<file path="config.mk">
export PLATFORM = sky130hd
export DESIGN_NAME = taxi_fare_engine_flat
export DESIGN_NICKNAME = d
export VERILOG_FILES = /design/src/rtl/taxi_fare_if.sv /design/src/rtl/taxi_fare_engine.sv /design/src/flat_wrapper.sv
export SDC_FILE = /design/constraint.sdc
export NUM_CORES = 1
export LEC_CHECK = 0
export CAP_MARGIN = 25
export CORE_ASPECT_RATIO = 0.8
export CORE_MARGIN = 5
export CORE_UTILIZATION = 53
export DETAILED_ROUTE_END_ITERATION = 7
export PLACE_DENSITY = 0.86
export SLEW_MARGIN = 15
export SYNTH_ARGS = -nofsm -noshare
export SYNTH_HDL_FRONTEND = slang
export SYNTH_SLANG_ARGS = --single-unit
export TNS_END_PERCENT = 20
</file>
<file path="constraint.sdc">
create_clock -name sys_clk -period 4.02 [get_ports sys_clk]
set_clock_uncertainty 0.15 [all_clocks]
set_input_delay 0.603 -clock sys_clk [delete_from_list [all_inputs] [get_ports sys_clk]]
set_output_delay 0.603 -clock sys_clk [all_outputs]
set_load 0.02 [all_outputs]
</file>
<file path="src/rtl/taxi_fare_if.sv">
// Trip meter bundle: raw encoder and key flags in,
// binary distance/price/state and change strobe out.
interface taxi_fare_if;
  logic        encoder_pulses;
  logic        flag_key_launch;
  logic        flag_key_step;
  logic [19:0] distance;
  logic [19:0] price;
  logic [1:0]  trip_state;
  logic        update;

  modport master (
    output encoder_pulses,
    output flag_key_launch,
    output flag_key_step,
    input  distance,
    input  price,
    input  trip_state,
    input  update
  );

  modport slave (
    input  encoder_pulses,
    input  flag_key_launch,
    input  flag_key_step,
    output distance,
    output price,
    output trip_state,
    output update
  );
endinterface

</file>
<file path="src/rtl/taxi_fare_engine.sv">
// Taxi trip meter: synchronised encoder edges drive distance,
// fare adds base, per-unit and waiting charges, all saturating.
module taxi_fare_engine #(
  parameter logic [15:0] PULSES_PER_UNIT = 16'd100,
  parameter logic [19:0] BASE_DIST       = 20'd3,
  parameter logic [19:0] BASE_FARE       = 20'd8,
  parameter logic [19:0] RATE_PER_UNIT   = 20'd2,
  parameter logic [31:0] WAIT_CYCLES     = 32'd100_000_000,
  parameter logic [19:0] WAIT_FARE       = 20'd1,
  parameter logic [19:0] MAX_VAL         = 20'd999
) (
  input logic        sys_clk,
  input logic        sys_rst_n,
  taxi_fare_if.slave bus
);

  typedef enum logic [1:0] {
    IDLE  = 2'b00,
    RUN   = 2'b01,
    PAUSE = 2'b10
  } state_t;

  state_t      state;
  logic [2:0]  enc_sync;
  logic        enc_rise;
  logic [15:0] sub_cnt;
  logic [31:0] wait_cnt;
  logic [19:0] dist_q;
  logic [19:0] price_q;
  logic        upd_q;

  logic        launch_only;
  logic        step_only;
  logic        unit_step;
  logic        wait_hit;
  logic        rate_hit;
  logic [20:0] dist_sum;
  logic [19:0] dist_inc;
  logic [19:0] dist_next;
  logic [19:0] price_add;
  logic [20:0] price_sum;
  logic [19:0] price_next;
  logic        changed;

  // [0],[1] resolve metastability; [2] holds the previous level
  always_ff @(posedge sys_clk or negedge sys_rst_n) begin
    if (!sys_rst_n) begin
      enc_sync <= '0;
    end else begin
      enc_sync <= {enc_sync[1:0], bus.encoder_pulses};
    end
  end

  assign enc_rise = enc_sync[1] & ~enc_sync[2];

  assign launch_only = bus.flag_key_launch & ~bus.flag_key_step;
  assign step_only   = bus.flag_key_step & ~bus.flag_key_launch;

  assign unit_step =
    enc_rise && (sub_cnt == PULSES_PER_UNIT - 16'd1);
  assign wait_hit =
    !enc_rise && (wait_cnt == WAIT_CYCLES - 32'd1);

  assign dist_sum = {1'b0, dist_q} + 21'd1;
  assign dist_inc = (dist_sum > {1'b0, MAX_VAL})
                  ? MAX_VAL : dist_sum[19:0];
  assign dist_next = unit_step ? dist_inc : dist_q;

  // A clamped distance that did not move earns no rate charge
  assign rate_hit = unit_step
                 && (dist_inc != dist_q)
                 && (dist_inc > BASE_DIST);

  always_comb begin
    price_add = '0;
    unique case (1'b1)
      rate_hit: price_add = RATE_PER_UNIT;
      wait_hit: price_add = WAIT_FARE;
      default:  price_add = '0;
    endcase
  end

  assign price_sum  = {1'b0, price_q} + {1'b0, price_add};
  assign price_next = (price_sum > {1'b0, MAX_VAL})
                    ? MAX_VAL : price_sum[19:0];

  assign changed = (dist_next != dist_q)
                || (price_next != price_q);

  always_ff @(posedge sys_clk or negedge sys_rst_n) begin
    if (!sys_rst_n) begin
      state    <= IDLE;
      sub_cnt  <= '0;
      wait_cnt <= '0;
      dist_q   <= '0;
      price_q  <= '0;
      upd_q    <= 1'b0;
    end else begin
      upd_q <= 1'b0;
      unique case (state)
        IDLE: begin
          if (launch_only) begin
            state    <= RUN;
            dist_q   <= '0;
            price_q  <= BASE_FARE;
            sub_cnt  <= '0;
            wait_cnt <= '0;
            upd_q    <= 1'b1;
          end
        end
        RUN: begin
          if (step_only) begin
            state    <= PAUSE;
            wait_cnt <= '0;
          end else begin
            if (enc_rise) begin
              sub_cnt  <= unit_step ? 16'd0
                                    : sub_cnt + 16'd1;
              wait_cnt <= '0;
            end else if (wait_hit) begin
              wait_cnt <= '0;
            end else begin
              wait_cnt <= wait_cnt + 32'd1;
            end
            dist_q  <= dist_next;
            price_q <= price_next;
            upd_q   <= changed;
          end
        end
        PAUSE: begin
          if (launch_only) begin
            state    <= RUN;
            wait_cnt <= '0;
          end else if (step_only) begin
            state <= IDLE;
          end
        end
        default: begin
          state <= IDLE;
        end
      endcase
    end
  end

  assign bus.distance   = dist_q;
  assign bus.price      = price_q;
  assign bus.trip_state = state;
  assign bus.update     = upd_q;

endmodule

</file>
<file path="src/flat_wrapper.sv">
// flat-port wrapper written by rule: the top's interface ports become plain ports
module taxi_fare_engine_flat 
#(
  parameter logic [15:0] PULSES_PER_UNIT = 16'd100,
  parameter logic [19:0] BASE_DIST       = 20'd3,
  parameter logic [19:0] BASE_FARE       = 20'd8,
  parameter logic [19:0] RATE_PER_UNIT   = 20'd2,
  parameter logic [31:0] WAIT_CYCLES     = 32'd100_000_000,
  parameter logic [19:0] WAIT_FARE       = 20'd1,
  parameter logic [19:0] MAX_VAL         = 20'd999
)
  (sys_clk, sys_rst_n, bus_encoder_pulses, bus_flag_key_launch, bus_flag_key_step, bus_distance, bus_price, bus_trip_state, bus_update);
  taxi_fare_if bus_i ();
  input logic sys_clk;
  input logic sys_rst_n;
  input wire logic [$bits(bus_i.encoder_pulses)-1:0] bus_encoder_pulses;
  input wire logic [$bits(bus_i.flag_key_launch)-1:0] bus_flag_key_launch;
  input wire logic [$bits(bus_i.flag_key_step)-1:0] bus_flag_key_step;
  output wire logic [$bits(bus_i.distance)-1:0] bus_distance;
  output wire logic [$bits(bus_i.price)-1:0] bus_price;
  output wire logic [$bits(bus_i.trip_state)-1:0] bus_trip_state;
  output wire logic [$bits(bus_i.update)-1:0] bus_update;
  assign bus_i.encoder_pulses = bus_encoder_pulses;
  assign bus_i.flag_key_launch = bus_flag_key_launch;
  assign bus_i.flag_key_step = bus_flag_key_step;
  assign bus_distance = bus_i.distance;
  assign bus_price = bus_i.price;
  assign bus_trip_state = bus_i.trip_state;
  assign bus_update = bus_i.update;
  taxi_fare_engine #(.PULSES_PER_UNIT(PULSES_PER_UNIT), .BASE_DIST(BASE_DIST), .BASE_FARE(BASE_FARE), .RATE_PER_UNIT(RATE_PER_UNIT), .WAIT_CYCLES(WAIT_CYCLES), .WAIT_FARE(WAIT_FARE), .MAX_VAL(MAX_VAL)) u_core (.sys_clk(sys_clk), .sys_rst_n(sys_rst_n), .bus(bus_i));
endmodule
</file>
; ---- Word level (Yosys, flattened, before mapping)
; Cells that the tools add are included.
; Widths: inputs -> output; s select.
[classes]
n_addsub = 4
muxes = 28
bitwise_logic = 6
reduce_logical = 14
n_eq_ne = 13
magnitude_cmp = 3
[ops]
columns = op, n
row1 = $mux 20, 7
row2 = $mux 32, 4
row3 = $pmux 20 s2, 2
row4 = $mux 16, 4
row5 = $pmux 32 s2, 1
row6 = $ne 20x20->1, 3
row7 = $gt 21x10->1 const B, 2
row8 = $add 32x1->32 const B, 1
row9 = $eq 32x27->1 const B, 1
row10 = $pmux 16 s2, 1
row11 = $add 20x1->21 const B, 1
row12 = $add 20x2->21, 1
row13 = $gt 20x2->1 const B, 1
row14 = $add 16x1->16 const B, 1
row15 = $eq 16x7->1 const B, 1
row16 = $mux 2, 4
row17 = $ne 2x1->1 const B, 4
row18 = $pmux 2 s3, 1
row19 = $reduce_and 3->1, 2
row20 = $logic_and 1x1->1, 4
row21 = $pmux 2 s2, 1
row22 = $reduce_and 4->1, 1
row23 = $reduce_bool 2->1, 2
row24 = $and 1x1->1, 3
row25 = 12 further kinds, 15
[word_totals]
regBits = 94
input_bits = 5
wordCells = 75

; ---- Longest topological paths before layout
[depth]
ltp_word = 14
ltp_mapped = 20

; ---- Worst setup path before layout
; No wires, ideal clock.
[synth_path]
kind = reg-to-reg
startpoint = register u_core.dist_q[1], in the netlist u_core.bus.distance[1]
endpoint = register u_core.upd_q, in the netlist u_core.bus.update
stages_incl_launch_ff = 20
setup_ns = 0.131
slack_ns = -0.546
synth_period_minus_slack_ns = 4.566
t_arrival_ns = 4.285
path_cell_list = dfrtp_1 > ha_1 > buf_2 > nand4_1 > a2111oi_2 > o22ai_1 > nor4_4 > buf_6 > mux2i_1 > nor2_1 > fa_1 > buf_2 > a211o_1 > a21oi_1 > a21oi_1 > a221o_1 > nand3_1 > buf_2 > mux2i_1 > a21oi_1
[synth_between]
elab_chain_cells = 14
[synth_lines]
columns = item, line_no
row1 = from (decl), taxi_fare_engine.sv:28  ; logic [19:0] dist_q;
row2 = from (signal assigned), taxi_fare_engine.sv:125  ; dist_q <= dist_next;
row3 = branches (longest 11 deep; another with $add 20x1->21), --
row4 = $logic_or 1x1->1 *, taxi_fare_engine.sv:88  ; || (price_next != price_q);
row5 = $mux 1 *, taxi_fare_engine.sv:112  ; if (step_only) begin
row6 = $pmux 1 s2 *, taxi_fare_engine.sv:100  ; unique case (state)
row7 = to (signal assigned), taxi_fare_engine.sv:127  ; upd_q <= changed;
row8 = to (decl), taxi_fare_engine.sv:30  ; logic upd_q;
; Mark *: on every way between the ends.
; A chain may end at the register's enable or synchronous reset.

; ---- Final worst setup path
[layout_path]
startpoint = register u_core.dist_q[0], in the netlist u_core.bus.distance[0]
endpoint = register u_core.upd_q, in the netlist u_core.bus.update
; Same word-level chain as after synthesis.

==> summary.txt <==
Job
  • Max_cap viols: 0

Yosys
  • Synth cell types: ~70
  • Syn avg cell area: ~8.7 sq um
  • Synth top area share: roughly 41%
  • Async S/R FF share, synth: 100%
  • Synthesized flop and latch total: 94
  • Mapped Area: about 5700 sq um
  • Largest cells by area after synthesis: dfrtp_1, o21ai_0, nand2_1
  • Seq/Total Area, Yosys: just over 40%
  • Synthesized Nets: 670
  • Cells after Synth: 658
  • Dominant synthesized flop cell: dfrtp_1
  • EDFF count, synth: 0
  • Synthesis Warnings: 0
  • Synth area leader: dfrtp_1

STA
  • FMAX: between 200 and 250 MHz
  • Slew Viols, Final: 0
  • Min Tclk post-route: 4230 ps
  • Slew @ Worst Pin: between 900 and 1000 ps
  • RSZ-0062 raised after global routing: yes
  • Setup ws final: -211 ps
  • Crit share post-route: 105%
  • Rel. slew slack: 37.1%
  • Finish-stage setup viols: 11
  • Final hold viol count: 0

Critical path
  • CP Max Fanout: 4
  • WS Path Type: reg2reg
  • Crit. End Element: flop
  • Buf/Inv on CP: 4
  • WP data required: approximately 4100 ps
  • Crit-path cells: buf_6, buf_4, a311oi_2, a31oi_1, o32a_1, o211a_1, nor4_4, mux2i_1, nor2_2, fa_2, buf_6, a211o_1, a21oi_2, a21oi_1, a221o_1, nand3_2, buf_6, mux2i_1, a21oi_1
  • Family with the most delay on the worst path: compound AO/OA/AOI/OAI gates
  • Crit path top cell by count: buf_6
  • Crit-path max cell delay: between 400 and 500 ps
  • CP Launch Type: flop
  • CP Data Arrival Time: 4290 ps
  • Slowest stage cell, crit path: dfrtp_2

Finish
  • Fin nets: approximately 760
  • Layout area overhead: 25.0%
  • Post-Layout Inst Area: between 7000 and 8000 sq um
  • Share of cells above drive strength 1: roughly 17%
  • Sequential cell area: between 2000 and 2500 sq um
  • Number of diodes: 0
  • Fill cell count: 750
  • Area of the multi-input gates: ~3200 sq um

Detailed routing
  • Drt wl/cell: roughly 18 um
  • Number of routed nets with antenna violations: 0
  • Final wirelength: ~16000 um
  • Via count: about 5700
  • Total iterations of the first detailed-routing run: 6
  • Vias per cell: ~6.3
  • Starting DRT DRC Count: 934
  • Post-route DRC violation count: 0

Outcome
  • Failing checks: setup timing
  • Outcome: finished, violations left

Place
  • Port Buffer Count: 47
  • Hpwl dp: between 10000 and 15000 um
  • Placed cell areas: approximately 6700 sq um
  • Dpl ws: -323 ps
  • Routability cong.: approximately 0.9

Global routing
  • Vias in the first global route: around 5400
  • Routing usage on met2: 38.8%
  • Gr ovfl total: 0
  • Total GRT Usage: roughly 24%
  • GR Util met3: under 10%
  • Largest net degree at the start of global routing: 64
  • Antenna violations before repair: 0
  • Grt peak-use layer: met2
  • Met1 Resource Use GR: 32.0%
  • First-pass GRT wire length: between 20000 and 30000 um

Die
  • Die height: between 100 and 150 um
  • Die Footprint: about 13000 sq um
  • Initial core utilization: a little over half
  • Die W: 126 um
  • Std-Cell Rows: 33
  • Ports: 48
  • Core area: ~10000 sq um

Clock network
  • Root buffer cell: clkbuf_16
  • Clk sinks: 94
  • Hold-fix buffers, CTS: 0
  • Clk_lat worst skew: about 350 ps
  • Clock Tree Buf Depth: 2
  • Reg clk slew, reported paths: ~70 ps
  • CTS H-tree lvls: 3
  • CTS tree: yes
  • Cts bufs inserted: 9

Power and ir drop
  • Peak VDD IR: about 0.27 mV
  • Cell Pwr Density: between 300 and 400 nW/um^2
  • P_leak: around 3.1 nW

Min path
  • Min-delay worst type: in2async
per-layer routing:
| metal | share of wire (%) | up-vias |
|---|---|---|
| li1 | - | 2597 |
| met1 | 42 | 2736 |
| met2 | 47 | 304 |
| met3 | 8.1 | 41 |
| met4 | 2.3 | 0 |
| met5 | 0 | - |
cell usage after synthesis, drive strengths merged, types with 2 or more instances:
| cell | instances |
|---|---|
| nor2 | 46 |
| o22ai | 6 |
| a21oi | 36 |
| and2 | 9 |
| o31ai | 7 |
| or3 | 11 |
| or4 | 3 |
| nor4 | 17 |
| ha | 6 |
| a31o | 2 |
| clkbuf | 11 |
| o211ai | 3 |
| nor3 | 23 |
| nand2b | 11 |
| and4 | 6 |
| inv | 27 |
| nor3b | 2 |
| a211oi | 2 |
| and3 | 16 |
| a22o | 6 |
| a41oi | 2 |
| nor4b | 3 |
| o21bai | 2 |
| nand4 | 22 |
| a21o | 8 |
| nand3b | 2 |
| xor2 | 13 |
| nand3 | 40 |
| mux2 | 4 |
| or3b | 2 |
| a32o | 2 |
| buf | 21 |
| nand2 | 63 |
| xnor2 | 6 |
| a2111oi | 2 |
| a31oi | 15 |
| dfrtp | 94 |
| nor2b | 17 |
| o21ai | 66 |
| mux2i | 7 |
timing repair:
| action | CTS | global route |
|---|---|---|
| endpoints found under the setup margin | 11 | 11 |
| setup buffers | 6 | 2 |
| resized for setup | 10 | 12 |
| pin swaps | 12 | 4 |
stage by stage:
stage          hold slack [ps]  utilization, %  total power [mW]  std cells  TNS, ps
3_3_place_gp               194            64.5              1.39        872     -166
5_1_grt                    221            68.7              2.30        896    -2810
6_report                   198            68.7              2.21        896    -1150
2_1_floorplan              157               -              1.27        658     -172
3_5_place_dp               195            64.5              1.40        872    -2620
4_1_cts                    211            68.0              2.21        894     -647
power breakdown:
group / switching, mW / internal [mW]
registers: 0.0356 / 0.976
logic: 0.267 / 0.119
clock network: 0.387 / 0.423
registers in the layout, summed over array words and instances (netlist names):
name,cells
u_core.wait_cnt,32
u_core.enc_sync,3
u_core.bus.update,1
u_core.sub_cnt,16
u_core.bus.price,20
u_core.bus.trip_state,2
u_core.bus.distance,20
cells in the final DEF, fill, tap and decap left out, drive strengths merged, types with 22 or more instances in the layout:
| cell type | n |
|---|---|
| dfrtp | 94 |
| buf | 68 |
| o21ai | 66 |
| nand2 | 63 |
| clkdlybuf4s50 | 46 |
| nor2 | 46 |
| nand3 | 40 |
| a21oi | 36 |
| inv | 28 |
| nor3 | 23 |
| nand4 | 22 |
cell families after synthesis:
logic type	synth area share (%)
mux	2.02
simple gates	28.8
buf+inv	4.66
compound gates	18.6
flops	41.3
xor+xnor	2.92
fa+ha+maj	1.67
final cells by class:
| class | instances | share of cell area [%] |
|---|---|---|
| Timing Repair Buffer | 114 | 14.2 |
| Clock buffer | 10 | 3.22 |
| Multi-Input combinational cell | 505 | 44.9 |
| Tap cell | 140 | 2.46 |
| Clock inverter | 6 | 0.651 |
| Sequential cell | 94 | 33.2 |
| Inverter | 27 | 1.42 |
final timing paths:
check                                                   start                                   end  slack [ps]  cells past startpoint
setup / recovery           u_core.bus.distance[0]$_DFFE_PN0P_           u_core.bus.update$_DFF_PN0_        -210                     19
hold / removal                                      sys_rst_n  u_core.bus.trip_state[1]$_DFFE_PN0P_         200                      1
setup reg to reg           u_core.bus.distance[0]$_DFFE_PN0P_           u_core.bus.update$_DFF_PN0_        -210                     19
hold reg to reg                  u_core.enc_sync[0]$_DFF_PN0_          u_core.enc_sync[1]$_DFF_PN0_         210                      0
max in group asynchronous                           sys_rst_n    u_core.bus.distance[2]$_DFFE_PN0P_        2710                      2
min in group sys_clk             u_core.enc_sync[0]$_DFF_PN0_          u_core.enc_sync[1]$_DFF_PN0_         210                      0
Power figures use the tool's default switching activity.
